## config.mk

```make
export PLATFORM = sky130hd
export DESIGN_NAME = bram_dual_port_ctrl
export DESIGN_NICKNAME = d
export VERILOG_FILES = /design/src/rtl/bram_dual_port_ctrl.sv
export SDC_FILE = /design/constraint.sdc
export NUM_CORES = 1
export LEC_CHECK = 0
export CORE_MARGIN = 2
export CORE_UTILIZATION = 41
export DETAILED_ROUTE_END_ITERATION = 12
export HOLD_SLACK_MARGIN = 0.12
export PLACE_DENSITY = 0.82
export SYNTH_ARGS = -nofsm -noshare
export SYNTH_HDL_FRONTEND = slang
export SYNTH_SLANG_ARGS = --single-unit
```

## constraint.sdc

```tcl
create_clock -name CLK -period 2.66 [get_ports CLK]
set_input_delay 0.532 -clock CLK [delete_from_list [all_inputs] [get_ports CLK]]
set_output_delay 0.532 -clock CLK [all_outputs]
set_load 0.02 [all_outputs]
```

## src/rtl/bram_dual_port_ctrl.sv

```systemverilog
// Dual-port request/response front end for a true dual-port byte-enable BRAM.
// Arbitrates same-address write collisions between ports A and B. Each port
// buffers returning read data in a 2-entry FIFO so that its response channel
// can apply back-pressure without losing results.
module bram_dual_port_ctrl #(
  parameter int ADDR_WIDTH = 10,
  parameter int DATA_WIDTH = 32,
  parameter int BE_WIDTH   = DATA_WIDTH / 8
) (
  input  logic                  CLK,
  input  logic                  RST_N,
  // port A request/response
  input  logic                  a_req_valid,
  output logic                  a_req_ready,
  input  logic                  a_req_write,
  input  logic [ADDR_WIDTH-1:0] a_req_addr,
  input  logic [DATA_WIDTH-1:0] a_req_data,
  input  logic [BE_WIDTH-1:0]   a_req_mask,
  output logic                  a_rsp_valid,
  input  logic                  a_rsp_ready,
  output logic [DATA_WIDTH-1:0] a_rsp_data,
  // port B request/response
  input  logic                  b_req_valid,
  output logic                  b_req_ready,
  input  logic                  b_req_write,
  input  logic [ADDR_WIDTH-1:0] b_req_addr,
  input  logic [DATA_WIDTH-1:0] b_req_data,
  input  logic [BE_WIDTH-1:0]   b_req_mask,
  output logic                  b_rsp_valid,
  input  logic                  b_rsp_ready,
  output logic [DATA_WIDTH-1:0] b_rsp_data,
  // RAM port A
  output logic [ADDR_WIDTH-1:0] bram_addr_a,
  output logic [DATA_WIDTH-1:0] bram_di_a,
  output logic                  bram_we_a,
  output logic                  bram_re_a,
  output logic [BE_WIDTH-1:0]   bram_be_a,
  input  logic [DATA_WIDTH-1:0] bram_do_a,
  // RAM port B
  output logic [ADDR_WIDTH-1:0] bram_addr_b,
  output logic [DATA_WIDTH-1:0] bram_di_b,
  output logic                  bram_we_b,
  output logic                  bram_re_b,
  output logic [BE_WIDTH-1:0]   bram_be_b,
  input  logic [DATA_WIDTH-1:0] bram_do_b
);

  // Index 0 is port A and index 1 is port B. Both ports share the logic below.
  logic [1:0]            valid, write, ok, ready, fire, deq, rsp_valid, rsp_ready;
  logic [ADDR_WIDTH-1:0] addr    [2];
  logic [DATA_WIDTH-1:0] do_in   [2];
  logic [DATA_WIDTH-1:0] rsp_data[2];
  logic                  conflict;
  logic                  prio;       // 0 = A wins the next collision

  assign valid     = {b_req_valid, a_req_valid};
  assign write     = {b_req_write, a_req_write};
  assign rsp_ready = {b_rsp_ready, a_rsp_ready};
  assign addr[0]   = a_req_addr;
  assign addr[1]   = b_req_addr;
  assign do_in[0]  = bram_do_a;
  assign do_in[1]  = bram_do_b;

  for (genvar p = 0; p < 2; p++) begin : g_port
    logic                  inflight;   // read issued last cycle, data is on DO now
    logic [1:0]            count;
    logic                  rd_ptr, wr_ptr;
    logic [DATA_WIDTH-1:0] fifo [2];
    logic [1:0]            occ;
    logic                  push, pop;

    assign occ         = count + {1'b0, inflight};
    assign rsp_valid[p] = (count != 2'd0) | inflight;
    // Older buffered data goes first. Otherwise DO is bypassed straight out.
    assign rsp_data[p] = (count != 2'd0) ? fifo[rd_ptr] : do_in[p];
    assign deq[p]      = rsp_valid[p] & rsp_ready[p];
    // A read may enter when a slot is free or a slot frees this cycle.
    assign ok[p]       = write[p] | (occ < 2'd2) | deq[p];
    // Unconsumed DO must be captured now because the next read replaces it.
    assign push        = inflight & ~(deq[p] & (count == 2'd0));
    assign pop         = deq[p] & (count != 2'd0);

    // Track the outstanding read and the FIFO pointers and occupancy.
    always_ff @(posedge CLK or negedge RST_N) begin
      // NOTE: state uses non-blocking assignments, so every register samples pre-edge values.
      if (!RST_N) begin
        inflight <= 1'b0;
        count    <= 2'd0;
        rd_ptr   <= 1'b0;
        wr_ptr   <= 1'b0;
      end else begin
        inflight <= fire[p] & ~write[p];
        count    <= count + {1'b0, push} - {1'b0, pop};
        if (push) wr_ptr <= ~wr_ptr;
        if (pop)  rd_ptr <= ~rd_ptr;
      end
    end

    // Capture read data into the FIFO storage.
    always_ff @(posedge CLK) begin
      // NOTE: storage has no reset. The count/pointers decide what is valid.
      if (push) fifo[wr_ptr] <= do_in[p];
    end
  end

  // Arbitrate: a same-address pair where either side writes goes to one port.
  always_comb begin
    // NOTE: every output gets a default first, so no path can infer a latch.
    conflict = 1'b0;
    ready    = 2'b00;
    conflict = valid[0] & ok[0] & valid[1] & ok[1] &
               (addr[0] == addr[1]) & (write[0] | write[1]);
    if (RST_N) begin
      ready[0] = ok[0] & ~(conflict & prio);
      ready[1] = ok[1] & ~(conflict & ~prio);
    end
  end

  assign fire = valid & ready;

  // Alternate the collision winner on every conflict cycle.
  always_ff @(posedge CLK or negedge RST_N) begin
    if (!RST_N)        prio <= 1'b0;
    else if (conflict) prio <= ~prio;
  end

  assign a_req_ready = ready[0];
  assign b_req_ready = ready[1];
  assign a_rsp_valid = rsp_valid[0];
  assign b_rsp_valid = rsp_valid[1];
  assign a_rsp_data  = rsp_data[0];
  assign b_rsp_data  = rsp_data[1];

  assign bram_addr_a = a_req_addr;
  assign bram_di_a   = a_req_data;
  assign bram_be_a   = a_req_mask;
  assign bram_we_a   = fire[0] & write[0];
  assign bram_re_a   = fire[0] & ~write[0];

  assign bram_addr_b = b_req_addr;
  assign bram_di_b   = b_req_data;
  assign bram_be_b   = b_req_mask;
  assign bram_we_b   = fire[1] & write[1];
  assign bram_re_b   = fire[1] & ~write[1];

endmodule

```

* Yosys cells after proc, flatten, opt, wreduce, memory -nomap -nowiden
Memories as Yosys holds them, arrays and structs flattened.
Cells that the tools add are included.
** Storage, ports and cells
- Register bits :: 11
- RAM bits :: 128
- Bits of input ports :: 164
- Output and inout bits :: 164
- Word-level logic and storage cells :: 71
- Memories kept :: 2
** Cells by class
- $add $sub $neg :: 6
- Order comparisons :: 2
- Equal/unequal tests :: 1
- Mux-type cells :: 7
- Bitwise gates (word level) :: 40
- Reductions and logical operators :: 4
** Memory list
- g_port[0].fifo :: words 2, width 32, read ports 1, clocked after Yosys merged registers in 0, wr ports 1, RTL line 68 : logic [DATA_WIDTH-1:0] fifo [2];
- g_port[1].fifo :: words 2, width 32, read ports 1, clocked after Yosys merged registers in 0, wr ports 1, RTL line 68
** Operators by type and width (number)
- 32-bit 2-to-1 mux :: 2
- 1-bit AND :: 21
- 1-bit NOT :: 11
- 10-bit == test :: 1
- 2-bit by 1-bit adder with 2-bit output :: 4
- 1-bit OR :: 7
- 2-bit logical NOT :: 2
- 2-bit < comparator (second input constant) :: 2
- 1-bit 2-to-1 mux :: 4
- 2-bit nonzero test :: 2
- 2-bit by 1-bit subtractor with 2-bit output :: 2
- 2-bit AND :: 1
- 2-bit 2-to-1 mux :: 1

* Logic depth before layout (Yosys ltp)
- Depth after elaboration :: 15
- Gate-level depth with buffers :: 7

* Worst setup path after synthesis
Ideal clock, no wire load.
- Kind :: input port to flip-flop
- Start point :: input a_rsp_ready
- End point :: memory g_port[0].fifo[0][0], enable pin
- Data arrival time :: 2.067 ns
- Setup slack :: 0.172 ns
- Stages :: 3
- Cell sequence :: inv_1 o21ai_1 nor2_1
** On the way
- Longest elaborated chain between the ends :: 6
** RTL lines
- start, declared :: RTL line 20 : input logic a_rsp_ready,
- 1-bit AND :: RTL line 76 : assign deq[p] = rsp_valid[p] & rsp_ready[p];
- 1-bit AND :: RTL line 80 : assign push = inflight & ~(deq[p] & (count == 2'd0));
- 1-bit NOT :: RTL line 80
- 1-bit AND :: RTL line 80
- 1-bit 2-to-1 mux :: RTL line 102 : if (push) fifo[wr_ptr] <= do_in[p];
- 1-bit 2-to-1 mux (not written as such) :: RTL line 102
- end, declared :: RTL line 68
Every way passes these cells.

* Final worst setup path
- Start point :: input a_req_addr[4]
- End point :: output bram_we_a
** On the way
- Longest elaborated chain between the ends :: 9
** RTL lines
- start, declared :: RTL line 16 : input logic [ADDR_WIDTH-1:0] a_req_addr,
- 10-bit == test :: RTL line 112 : (addr[0] == addr[1]) & (write[0] | write[1]);
- 1-bit AND :: RTL line 111 : conflict = valid[0] & ok[0] & valid[1] & ok[1] &
- 1-bit AND :: RTL line 112
- 1-bit AND :: RTL line 114 : ready[0] = ok[0] & ~(conflict & prio);
- 1-bit NOT :: RTL line 114
- 1-bit AND :: RTL line 114
- 2-bit 2-to-1 mux :: RTL line 113 : if (RST_N) begin
- 2-bit AND :: RTL line 119 : assign fire = valid & ready;
- 1-bit AND :: RTL line 137 : assign bram_we_a = fire[0] & write[0];
- end, declared :: RTL line 35 : output logic bram_we_a,
Every way passes these cells.

==> results.cfg <==
[critical_path]
worst_ep_arrival_time_ns = 2.04
endpoint_kind = primary output
cp_data_required_time_ns = 2.13
cp-start-kind = primary input
critPathMaxFanout = 3
crit_type = in2out
critical-path-slowest-cell = nor4_2
crit_chain = dlygate4sd2_1 -> xor2_1 -> nor4_2 -> nand3_1 -> o21ai_2 -> nor2_1 -> clkdlybuf4s15_1
critPathMaxStageDelay_ns = 0.34

[timing]
tightest_slew_ns = 0.3289
skew_ns = 0.006208
hold_viol = 0
setup_viol = 0
finalMaxSlewViolations = 0
layout_min_cycle_time_ns = 2.574
timing.final.crit_share_pct = 96.78
slew_headroom_pct = 78.08
fmax_mhz = 388.4

[logic_synthesis]
avgSynthCellArea_sq_um = 12.85
ys_ff_latch = 139
yosysWarnings = 0
yosysTopAreaCell = edfxtp_1
synth.distinct_cells = 28
synthCells = 514
syn-num-nets = 682
synthTopCellsByCount = edfxtp_1 (128), buf_4 (92), nor2_1 (74), a21oi_1 (65), mux2i_1 (64)
async_flop_share_pct = 7.914
synth.area.top_cells = edfxtp_1 (58%), buf_4 (10%), mux2i_1 (9.7%), a21oi_1 (4.9%), nor2_1 (4.2%)
synth_edf_count = 128
ys_seq_area_share_pct = 62.36
yosysTopAreaCellShare_pct = 58.19
synth_area_sq_um = 6605
yosysMostFrequentCell = edfxtp_1
synth_ff_type = edfxtp_1

[route]
vias_per_cell = 4.813
drtAntennaViolNets = 0
vias = 4192
firstDrtPassIters = 4
drc = 0
drt-initial-drc-count = 188
post_drt_wl_per_cell_microns = 16.32
totalWireLength_mm = 14.22

[clocking]
clk_path_buf_depth = 2
ctsHoldBuffers = 0
cts.sinks = 139
clkLatencyLatePin_ns = 0.41
cts-buffers-inserted = 17
htree_num_levels = 4
clockRootBuffer = clkbuf_16
cts_tree = yes
clk_pin_slew_ns = 0.06

[floorplanning]
dieArea_sq_um = 17140
rows = 46
die_h_microns = 130.9
coreArea_sq_um = 15830
start_util_pct = 41.73
dieWidth_microns = 130.9
io_pins = 328

[placement]
place.gp.congestion = 0.7870
hpwlAfterDp_mm = 9.578
portBuffers = 183

[worst_hold_path]
min_path_type = in2async

[grt]
grt_pass1_wl_mm = 21.07
antenna_found_initial = 0
grt_usage_pct = 16.24
grt_overflow = 0
grt_max_degree = 67
grt_pass1_vias = 4154

[finish]
finalNetCount = 810
post-route-util_pct = 56.33
diodes = 0
area_growth_pct = 34.99
drive_gt1_share_pct = 14.35

[power]
power_density_nw_per_um2 = 996.9
power_uw = 8888
power_leakage_uw = 0.003541
ir_worst_vdd_mv = 0.9323

[status]
status = finished, final reports clean

[job]
maxCapViolations = 0
## through the flow
stage	cells	setup TNS, ns	hold slack [ns]	instance area, sq um	setup slack (ns)
6_report	871	0	0.5166	8916	0.08556
4_1_cts	869	-0.002790	0.4575	8870	-0.002790
3_5_place_dp	825	-2.239	0.5073	8207	-0.5226
3_3_place_gp	825	-2.011	0.5011	8207	-0.4541
2_1_floorplan	514	0	0.2364	6605	0.1722
5_1_grt	871	-0.06302	0.5133	8916	-0.02401
## cells in the final DEF (no fill, tap or decap), drive strengths merged, types with 2 or more instances in the layout
| cell type | Yosys | routed |
|---|---|---|
| buf | 114 | 43 |
| dlymetal6s2s | 0 | 10 |
| inv | 6 | 8 |
| or2 | 2 | 2 |
| nor4 | 2 | 2 |
| bufinv | 0 | 3 |
| dfrtp | 11 | 11 |
| nor3 | 2 | 2 |
| nand3 | 2 | 2 |
| dlygate4sd2 | 0 | 76 |
| or3 | 2 | 2 |
| nor2 | 74 | 74 |
| and2 | 2 | 2 |
| mux2i | 64 | 64 |
| clkinv | 0 | 7 |
| clkdlybuf4s15 | 0 | 2 |
| edfxtp | 128 | 128 |
| xnor2 | 6 | 6 |
| clkdlybuf4s50 | 0 | 91 |
| o21ai | 6 | 6 |
| ha | 4 | 4 |
| nand2 | 4 | 4 |
| a21oi | 65 | 65 |
| xor2 | 13 | 13 |
| clkbuf | 0 | 20 |
## registers in the layout (all words and copies together) (netlist names)
name             flops
g_port.fifo        128
g_port.count         4
g_port.inflight      2
g_port.rd_ptr        2
g_port.wr_ptr        2
prio                 1
## path summary, 6_finish.rpt
check	slack [ns]	cells after the start	start	endpoint
min in group CLK	0.52	1	g_port[0].wr_ptr	g_port[0].wr_ptr
max reg2reg	0.57	8	g_port[1].count[0]	g_port[1].count[1]
min reg2reg	0.52	1	g_port[0].wr_ptr	g_port[0].wr_ptr
max in group asynchronous	1.83	3	RST_N	g_port[0].rd_ptr
max	0.09	7	a_req_addr[4]	bram_we_a
min	0.52	2	RST_N	g_port[1].rd_ptr
## area by class of cell
cell class,instances,area [sq um]
clock inverters,13,167.7
clock buffers,19,432.9
repair buffers,223,2156
fillers,1255,6912
inverters,6,22.52
multi-input cells,255,1740
flip-flops and latches,139,4126
well taps,216,270.3
## what timing repair did
item,in CTS,in global routing
resized for setup,99,20
hold endpoints to repair,0,0
setup endpoints to repair,68,8
pin swaps,7,6
setup buffers,12,2
## metal layers
layer	track usage [%]	vias to the layer above	wire (microns)
li1	-	1986	-
met1	18.69	1957	5521
met2	27.39	197	7092
met5	0	-	0
met3	5.415	52	1100
met4	7.822	0	501
## report_power, final
| part | switching (uW) | internal [uW] | leakage, uW |
|---|---|---|---|
| Sequential | 127 | 2600 | 0.00129 |
| Combinational | 2170 | 1620 | 0.00196 |
| Clock | 889 | 1480 | 0.000290 |
## logic make-up after synthesis
family          synth area share [%]
compound gates                 5.834
buf+inv                        12.35
fa+ha+maj                     0.7577
xor+xnor                       2.519
simple gates                   6.478
mux                            9.699
flops                          62.36
## critical path, delay by kind of cell
kind	cells	cell delay (ns)
AO/OA/AOI/OAI	1	0.22
buffers and inverters	2	0.55
AND/OR/NAND/NOR	3	0.56
XOR/XNOR	1	0.18
Power figures use the tool's default switching activity.
